==> src/rtl/edge_detect_multi.sv <==
// Multi-channel edge detector: per-channel input synchroniser, persistence
// filter, edge qualification by mode, sticky pending flags and an irq output.
module edge_detect_multi #(
  parameter int unsigned WIDTH       = 8,
  parameter int unsigned SYNC_STAGES = 2,
  parameter int unsigned FILTER_LEN  = 4
) (
  input  logic                 clk,
  input  logic                 rst_n,
  input  logic [WIDTH-1:0]     sig_in,
  input  logic [2*WIDTH-1:0]   mode,
  input  logic [WIDTH-1:0]     clr,
  output logic [WIDTH-1:0]     level,
  output logic [WIDTH-1:0]     pulse,
  output logic [WIDTH-1:0]     pending,
  output logic                 irq
);

  localparam int unsigned     CW      = $clog2(FILTER_LEN + 1);
  localparam logic [CW-1:0]   CNT_MAX = CW'(FILTER_LEN - 1);

  logic [WIDTH-1:0] sync_w;

  generate
    if (SYNC_STAGES == 0) begin : g_nosync
      assign sync_w = sig_in;
    end else begin : g_sync
      logic [WIDTH-1:0] sync_q [SYNC_STAGES];

      // Shift raw inputs through the synchroniser chain
      always_ff @(posedge clk or negedge rst_n) begin
        if (!rst_n) begin
          for (int unsigned s = 0; s < SYNC_STAGES; s++) sync_q[s] <= '0;
        end else begin
          sync_q[0] <= sig_in;
          for (int unsigned s = 1; s < SYNC_STAGES; s++) sync_q[s] <= sync_q[s-1];
        end
      end

      assign sync_w = sync_q[SYNC_STAGES-1];
    end
  endgenerate

  logic [CW-1:0]    cnt_q [WIDTH];
  logic [CW-1:0]    cnt_d [WIDTH];
  logic [WIDTH-1:0] level_q, level_d;
  logic [WIDTH-1:0] pulse_q, pulse_d;
  logic [WIDTH-1:0] pending_q, pending_d;
  logic             irq_q;

  // Persistence filter, edge qualification and pending set/clear per channel
  always_comb begin
    level_d = level_q;
    pulse_d = '0;
    for (int unsigned i = 0; i < WIDTH; i++) begin
      cnt_d[i] = '0;
      if (sync_w[i] != level_q[i]) begin
        if (cnt_q[i] == CNT_MAX) begin
          level_d[i] = ~level_q[i];
          case (mode[2*i +: 2])
            2'b01:   pulse_d[i] = ~level_q[i];
            2'b10:   pulse_d[i] = level_q[i];
            2'b11:   pulse_d[i] = 1'b1;
            default: pulse_d[i] = 1'b0;
          endcase
        end else begin
          cnt_d[i] = cnt_q[i] + 1'b1;
        end
      end
    end
    // A new event in the same cycle as clr keeps the flag set
    pending_d = pulse_d | (pending_q & ~clr);
  end

  // Filter counters and channel state registers
  always_ff @(posedge clk or negedge rst_n) begin
    if (!rst_n) begin
      for (int unsigned i = 0; i < WIDTH; i++) cnt_q[i] <= '0;
      level_q   <= '0;
      pulse_q   <= '0;
      pending_q <= '0;
    end else begin
      for (int unsigned i = 0; i < WIDTH; i++) cnt_q[i] <= cnt_d[i];
      level_q   <= level_d;
      pulse_q   <= pulse_d;
      pending_q <= pending_d;
    end
  end

  // Interrupt follows the registered pending flags one cycle later
  always_ff @(posedge clk or negedge rst_n) begin
    if (!rst_n) irq_q <= 1'b0;
    else        irq_q <= |pending_q;
  end

  assign level   = level_q;
  assign pulse   = pulse_q;
  assign pending = pending_q;
  assign irq     = irq_q;

endmodule

==> config.mk <==
export PLATFORM = sky130hd
export DESIGN_NAME = edge_detect_multi
export DESIGN_NICKNAME = d
export VERILOG_FILES = /design/src/rtl/edge_detect_multi.sv
export SDC_FILE = /design/constraint.sdc
export NUM_CORES = 1
export LEC_CHECK = 0
export CAP_MARGIN = 15
export CELL_PAD_IN_SITES_DETAIL_PLACEMENT = 2
export CELL_PAD_IN_SITES_GLOBAL_PLACEMENT = 2
export CORE_AREA = 2 2 95 97
export DETAILED_ROUTE_END_ITERATION = 6
export DIE_AREA = 0 0 97 99
export PLACE_DENSITY_LB_ADDON = 0.1
export SETUP_SLACK_MARGIN = 0.05
export SLEW_MARGIN = 20
export SYNTH_ARGS = -nofsm -noshare
export SYNTH_HDL_FRONTEND = slang
export SYNTH_SLANG_ARGS = --single-unit
==> constraint.sdc <==
create_clock -name clk -period 1.18 [get_ports clk]
set_input_delay 0.354 -clock clk [delete_from_list [all_inputs] [get_ports clk]]
set_output_delay 0.354 -clock clk [all_outputs]
set_load 0.005 [all_outputs]
==> results.cfg, run 1 <==
[grt]
grt_util_all_layers = 0.136
antenna_found_initial = 0
grt_max_degree = 66
grt_overflow = 0
grt_pass1_wl_um = 10300
grt_pass1_vias = 2040

[sta]
layout_min_cycle_time_ns = 1.22
fin_crit_sh = 1.04
slew_headroom = 0.764
skew_ns = 0.00714
slew_violations = 0
worst_pin_slew_ns = 0.354
fin_ws_ns = -0.0432
final-hold-violation-count = 0
setup_tns_ns = -0.440
fmax_mhz = 818
rsz0062_at_grt = true
finalSetupViolations = 17

[logic_synthesis]
syn-num-nets = 209
synth_top_area_cell = dfrtp_1
ys.flop_type = dfrtp_1
synth_area_leaders = dfrtp_1, nand3b_1, ha_1
synth-edff-count = 0
ys_async_sr_fraction = 1.00
netlist_area_sq_um = 2490
ys_seq_area_frac = 0.652
ys_ff_latch = 65
synth_common_cells = dfrtp_1, nand3b_1, nor3b_1
synth_top_area_share = 0.652
ys.warnings.count = 0
synth_cell_types = 24
syn_area_per_cell_sq_um = 14.9
synth_most_common_cell = dfrtp_1
syn_inst = 167

[clock_tree]
worstSkewPairLatency_ns = 0.34
clk_pin_slew_ns = 0.07
hold_buffers = 0
cts_num_sinks = 65
cts_tree = done
cts_buffers = 9
clockRootBuffer = clkbuf_8
clockBufferDepth = 2
cts.htree.levels = 3

[route]
drtAntennaViolNets = 0
drtPass1Iterations = 4
top_layer = met4
drc = 0
met1_length_um = 2480
wirelength_um = 6120
dr.first_iter.drc_count = 28
dr_wl_met3_um = 296
routed_via_density = 4.35
met2_length_um = 3230
num_vias = 1691
wl_per_cell_um = 15.7

[worst_setup_path]
worstPathRequired_ns = 0.83
cpMaxStageDelayCell = dfrtp_1
crit_buf_inv = 1
crit_path_max_fanout = 2
cpPeakStageDelay_ns = 0.40
critPathKind = reg -> out
start_kind = flop
crit_chain = buf_2
path_delay_family = flip-flops
cp-end-kind = output pin
arrival_ns = 0.87

[pwr]
p_leak_nw = 1.86
worst_ir_drop_vdd_mv = 0.650
p_per_area_nw_per_um2 = 1950
power_mw = 7.42

[placed_design]
post_dp_cell_area_sq_um = 3370
post-place-ws_ns = -0.122
dp_hpwl_um = 4070
port_buffers = 58
gp_congestion = 0.742

[final_layout]
final_area_sq_um = 3810
drive_above_1_share = 0.452
nNetsFinal = 319
n_fill_cell = 856
syn2layout_area_growth_pct = 52.6
diodes = 0

[floorplanning]
core_sq_um = 8550
std_cell_rows = 34
io_pins = 59
die_y_um = 99
die_w_um = 97
start_util = 0.292
die_area_sq_um = 9600

[outcome]
status = finished, violations left
violations = setup timing

[job]
max-cap-violations = 0

[hold_path]
hold_class = in -> async
==> repair_timing <==
item,CTS,global route
gates resized for setup,126,21
buffers inserted,17,10
cloned,0,0
endpoints found under the setup margin,38,53
pin swaps,13,17
==> path summary, 6_finish.rpt <==
kind	from	end	slack, ns	cells past startpoint
setup / recovery	level[3]$_DFFE_PN0P_	level[3]	-0.04	1
hold / removal	rst_n	cnt_q[17]$_DFF_PN0_	0.02	2
min in group clk	g_sync.sync_q[9]$_DFF_PN0_	sync_w[1]$_DFF_PN0_	0.35	0
max in group asynchronous	rst_n	pending[5]$_DFF_PN0_	0.87	2
setup reg to reg	cnt_q[21]$_DFF_PN0_	level[0]$_DFFE_PN0P_	0.01	3
hold reg to reg	g_sync.sync_q[9]$_DFF_PN0_	sync_w[1]$_DFF_PN0_	0.35	0
==> final cells by class <==
| class | instances | area (sq um) | area share |
|---|---|---|---|
| Sequential cell | 65 | 1630 | 0.427 |
| Tap cell | 108 | 135 | 0.0355 |
| Multi-Input combinational cell | 94 | 1050 | 0.276 |
| Clock inverter | 3 | 17.5 | 0.00460 |
| Timing Repair Buffer | 99 | 801 | 0.210 |
| Inverter | 8 | 30.0 | 0.00789 |
| Clock buffer | 12 | 145 | 0.0381 |
==> power by group <==
group | switching [mW] | internal (mW)
logic | 1.11 | 1.70
registers | 0.311 | 2.68
clock network | 0.823 | 0.802
total | 2.24 | 5.18
==> metal layers <==
metal | GRT usage | up-vias
met3 | 0.0333 | 10
li1 | - | 797
met4 | 0.0618 | 0
met2 | 0.239 | 43
met5 | 0 | -
met1 | 0.157 | 841
==> through the flow <==
stage          hold slack, ns  utilization  std cells
6_report               0.0217        0.445        389
5_1_grt                0.0545        0.445        389
4_1_cts                0.0381        0.430        385
3_5_place_dp            0.336        0.395        353
3_3_place_gp            0.332        0.395        353
2_1_floorplan          0.0584            -        167
==> cells by family (layout without fill, tap and decap cells) <==
logic type	after synthesis	count (layout)	synth area share
multiplexers	8	8	0.0376
XOR/XNOR	8	8	0.0281
AO/OA/AOI/OAI	16	16	0.0502
buffers and inverters	8	122	0.0120
flip-flops	65	65	0.652
adder cells (fa/ha/maj)	8	8	0.0401
AND/OR/NAND/NOR	54	54	0.180
==> layout by cell type (no fill, tap or decap), drive strengths merged, types with 7 or more instances in the layout <==
cell type	count
buf	67
dfrtp	65
clkdlybuf4s50	32
nand3b	14
nor3b	13
clkbuf	12
inv	8
mux2	8
xnor2	8
ha	8
nand2b	7
==> registers in the layout (all words and copies together) (netlist names) <==
register	count
cnt_q	24
g_sync.sync_q	8
irq	1
level	8
pending	8
pulse	8
sync_w	8
No activity file was read; power rests on OpenSTA's default activity.
==> run 2: changes to the inputs <==
--- a/config.mk
+++ b/config.mk
@@ -12,6 +12,7 @@
 export DETAILED_ROUTE_END_ITERATION = 6
 export DIE_AREA = 0 0 97 99
 export PLACE_DENSITY_LB_ADDON = 0.1
+export REMOVE_ABC_BUFFERS = 1
 export SETUP_SLACK_MARGIN = 0.05
 export SLEW_MARGIN = 20
 export SYNTH_ARGS = -nofsm -noshare
==> run 2 against run 1 <==
Net effect: the run still ends with setup timing left; final cell count increased by 0.51%; flip-flop and latch count stayed put; critical path depth stayed put; largest power group unchanged; highest routed layer unchanged.
==> results.cfg, run 2 (synthesized netlist as in run 1, its figures left out) <==
[final_layout]
layout_commonest_cell = dfrtp_1
n_fill_cell = 864
diodes = 0
fin_util = 0.449
drive_above_1_share = 0.456
nNetsFinal = 323
final_cell_mix = dfrtp_1, buf_4, clkdlybuf4s50_1, buf_2, nand3b_1
syn2layout_area_growth_pct = 54.0
largest-register = cnt_q
largest_reg_flops = 24

[sta]
skew_ns = 0.0105
layout_min_cycle_time_ns = 1.20
slew_violations = 0
setup_tns_ns = -0.139
final-hold-violation-count = 0
fmax_mhz = 831
rsz0062_at_grt = true
slew_headroom = 0.757
finalSetupViolations = 12
worst_pin_slew_ns = 0.364
fin_crit_sh = 1.02
fin_ws_ns = -0.0233

[worst_setup_path]
start_kind = flop
crit_chain = buf_2
worstPathRequired_ns = 0.83
critPathKind = reg -> out
crit_buf_inv = 1
cpPeakStageDelay_ns = 0.39
crit_cells = 1
path_delay_family = flip-flops
cp-end-kind = output pin
rrSetupSlack_ns = 0
crit_path_max_fanout = 2
cpMaxStageDelayCell = dfrtp_1
arrival_ns = 0.85
r2r_cells = 3

[pwr]
p_int_mw = 5.31
p_leak_nw = 1.87
p_per_area_nw_per_um2 = 1950
seq_power_share = 0.398
p_clk_frac = 0.223
p_switching_mw = 2.17
swShare = 0.291
combPwrFrac = 0.380
worst_ir_drop_vdd_mv = 0.708

[job]
max-cap-violations = 0

[clock_tree]
clockBufferDepth = 2
worstSkewPairLatency_ns = 0.33
hold_buffers = 0
cts_buffers = 9
cts_num_sinks = 65
clk_pin_slew_ns = 0.07
cts_tree = done
clockRootBuffer = clkbuf_8
cts.htree.levels = 3

[route]
routed_via_density = 4.44
dr.first_iter.drc_count = 27
num_vias = 1736
wirelength_um = 6220
drtAntennaViolNets = 0
drc = 0
wl_per_cell_um = 15.9
drtPass1Iterations = 4

[floorplanning]
core_sq_um = 8550
io_pins = 59
std_cell_rows = 34
die_w_um = 97
die_area_sq_um = 9600
start_util = 0.292
die_y_um = 99

[outcome]
status = finished, violations left
violations = setup timing

[grt]
grt_max_degree = 66
grt_overflow = 0
grt_pass1_vias = 2023
grt_util_all_layers = 0.139
grt_pass1_wl_um = 10200
antenna_found_initial = 0

[hold_path]
hold_class = in -> async

[placed_design]
gp_congestion = 0.784
dp_hpwl_um = 4290
port_buffers = 58
==> run 2: cell count changes in the layout (fill, tap and decap cells not counted), moves of 2 or more <==
| cell | change |
|---|---|
| buf_4 | +8 |
| buf_6 | -4 |
| clkbuf_8 | +2 |
| clkinv_2 | -2 |
| mux2_2 | +2 |
| mux2_4 | -2 |
==> run 2: cell type report <==
class	instances	area, sq um	share of cell area
sequential	65	1630	0.423
multi-input combinational	94	1060	0.277
timing repair buffer	103	816	0.212
clock buffer	13	169	0.0440
tap	108	135	0.0352
inverter	8	30.0	0.00782
==> run 2: worst paths after layout <==
kind                                                 start                    to
worst max-delay path                  level[4]$_DFFE_PN0P_              level[4]
worst min-delay path                                 rst_n   sync_w[7]$_DFF_PN0_
worst max register to register         cnt_q[12]$_DFF_PN0_  level[3]$_DFFE_PN0P_
worst min register to register  g_sync.sync_q[8]$_DFF_PN0_   sync_w[0]$_DFF_PN0_
max in group asynchronous                            rst_n   cnt_q[15]$_DFF_PN0_
min in group clk                g_sync.sync_q[8]$_DFF_PN0_   sync_w[0]$_DFF_PN0_
==> run 2: power groups by stage <==
stage	logic [mW]	clock network [mW]	registers, mW
global placement	2.07	0	2.92
global route	3.15	1.86	3.03
detailed placement	2.23	0	2.97
floorplan	0.960	0	3.01
CTS	2.63	1.74	2.93
finish	2.84	1.67	2.98
==> run 2: per-layer routing <==
metal | share of wire | vias up | GRT usage
met5 | 0 | - | 0
met4 | 0.010 | 0 | 0.0748
met3 | 0.044 | 5 | 0.0348
met2 | 0.55 | 39 | 0.240
met1 | 0.39 | 889 | 0.160
li1 | - | 803 | -
==> run 2: repair_timing <==
action,4_1_cts,5_1_grt
resized for setup,125,16
setup buffers,17,12
pin swaps,9,15
setup endpoints to repair,35,54
==> run 2: through the flow <==
step,power (mW),hold slack (ns),instance area [sq um],setup WS (ns),std cells
floorplan,3.97,0.0584,2490,0.0410,167
detailed placement,5.20,0.336,3380,-0.126,354
global placement,4.98,0.334,3380,-0.111,354
CTS,7.30,0.0343,3670,-0.0497,383
finish,7.48,0.0280,3840,-0.0233,391
global route,8.05,0.0479,3840,-0.0758,391
==> run 3: changes to the inputs <==
--- a/config.mk
+++ b/config.mk
@@ -9,10 +9,10 @@
 export CELL_PAD_IN_SITES_DETAIL_PLACEMENT = 2
 export CELL_PAD_IN_SITES_GLOBAL_PLACEMENT = 2
 export CORE_AREA = 2 2 95 97
+export CTS_BUF_LIST = sky130_fd_sc_hd__clkbuf_16
 export DETAILED_ROUTE_END_ITERATION = 6
 export DIE_AREA = 0 0 97 99
 export PLACE_DENSITY_LB_ADDON = 0.1
-export REMOVE_ABC_BUFFERS = 1
 export SETUP_SLACK_MARGIN = 0.05
 export SLEW_MARGIN = 20
 export SYNTH_ARGS = -nofsm -noshare
==> run 3 against run 2 <==
Net effect: the run still ends with setup timing left; sequential power about the same; design area rose by 0.33%; fmax fell by 0.49%; register-to-register slack hardly changed; wire length fell by 1.8%; worst setup slack got worse by 0.0060 ns; flip-flop and latch count is the same; critical path type unchanged; largest power group unchanged.
==> results.cfg, run 3 (synthesized netlist as in run 1, its figures left out) <==
[final_layout]
final_cell_mix = dfrtp_1, clkdlybuf4s50_1, buf_4, buf_2, nand3b_1
layout_commonest_cell = dfrtp_1
drive_above_1_share = 0.435
largest_reg_flops = 24
syn2layout_area_growth_pct = 54.5
nNetsFinal = 316
diodes = 0
largest-register = cnt_q
fin_util = 0.451
fin_cells = 386

[clock_tree]
clockBufferDepth = 2
worstSkewPairLatency_ns = 0.32
cts_buffers = 9
cts_tree = done
clk_pin_slew_ns = 0.05
clockRootBuffer = clkbuf_16
cts_num_sinks = 65
cts.htree.levels = 3

[route]
wl_per_cell_um = 15.8
dr.first_iter.drc_count = 36
num_vias = 1693
drtAntennaViolNets = 0
drtPass1Iterations = 4
wirelength_um = 6110
drc = 0
routed_via_density = 4.39

[worst_setup_path]
arrival_ns = 0.86
crit_buf_inv = 1
crit_chain = buf_2
critPathKind = reg -> out
worstPathRequired_ns = 0.83
cpMaxStageDelayCell = dfrtp_1
path_delay_family = flip-flops
crit_path_max_fanout = 2
cp-end-kind = output pin
cpPeakStageDelay_ns = 0.39
start_kind = flop

[placed_design]
post-place-ws_ns = -0.122
gp_congestion = 0.742
port_buffers = 58
dp_hpwl_um = 4070
dp.cells = 353

[floorplanning]
die_y_um = 99
io_pins = 59
die_w_um = 97
start_util = 0.292
die_area_sq_um = 9600
std_cell_rows = 34
core_sq_um = 8550

[pwr]
p_leak_nw = 1.88
p_per_area_nw_per_um2 = 2070
worst_ir_drop_vdd_mv = 0.734

[sta]
finalSetupViolations = 10
slew_headroom = 0.768
whs_ns = 0.0513
fin_crit_sh = 1.02
fin_ws_ns = -0.0293
fmax_mhz = 827
setup_tns_ns = -0.128
skew_ns = 0.00579
slew_violations = 0
final-hold-violation-count = 0
layout_min_cycle_time_ns = 1.21
rsz0062_at_grt = true
worst_pin_slew_ns = 0.348

[grt]
grt_overflow = 0
grt_pass1_vias = 2058
grt_max_degree = 66
grt_pass1_wl_um = 10300
grt_util_all_layers = 0.137
antenna_found_initial = 0

[job]
max-cap-violations = 0

[hold_path]
hold_class = in -> async

[outcome]
violations = setup timing
status = finished, violations left
run 3: cell count changes in the layout (fill, tap and decap cells not counted), sizes merged:
cell | before | now
clkinvlp | 0 | 1
clkbuf | 13 | 9
buf | 71 | 64
clkinv | 0 | 3
inv | 8 | 10
run 3: per-stage QoR:
stage | total power, mW | instance area, sq um
after floorplan | 3.99 | 2500
after global routing | 8.52 | 3850
after detailed placement | 5.18 | 3370
after CTS | 7.80 | 3710
after global placement | 4.97 | 3370
final | 7.97 | 3850
run 3: path summary, 6_finish.rpt:
check	start	endpoint	slack, ns	cells after the start
worst min-delay path	rst_n	cnt_q[17]$_DFF_PN0_	0.05	2
max in group asynchronous	rst_n	cnt_q[23]$_DFF_PN0_	0.86	2
worst max register to register	cnt_q[21]$_DFF_PN0_	level[0]$_DFFE_PN0P_	0.01	3
min in group clk	g_sync.sync_q[9]$_DFF_PN0_	sync_w[1]$_DFF_PN0_	0.35	0
worst max-delay path	level[7]$_DFFE_PN0P_	level[7]	-0.03	1
worst min register to register	g_sync.sync_q[9]$_DFF_PN0_	sync_w[1]$_DFF_PN0_	0.35	0
run 3: routing by layer:
metal,global-route usage,wire [um]
met1,0.157,2330
met4,0.0650,101
met3,0.0355,273
met2,0.240,3400
met5,0,0
run 3: final cells by class:
type / instances / area (sq um)
timing repair buffer: 96 / 778
clock inverter: 6 / 28.8
fill: 840 / 4700
sequential: 65 / 1630
inverter: 8 / 30.0
multi-input combinational: 94 / 1030
tap: 108 / 135
clock buffer: 9 / 225
run 3: power by group:
part           internal, mW  switching [mW]
registers              2.68           0.301
logic                  1.63            1.09
clock network          1.38           0.891
total                  5.69            2.28
run 3: repair_timing:
item | in CTS | in global routing
setup buffers | 13 | 11
setup endpoints to repair | 38 | 52
endpoints found under the hold margin | 0 | 0
pin swaps | 12 | 13
resized for setup | 123 | 21
hold buffers | 0 | 0
cloned | 0 | 0
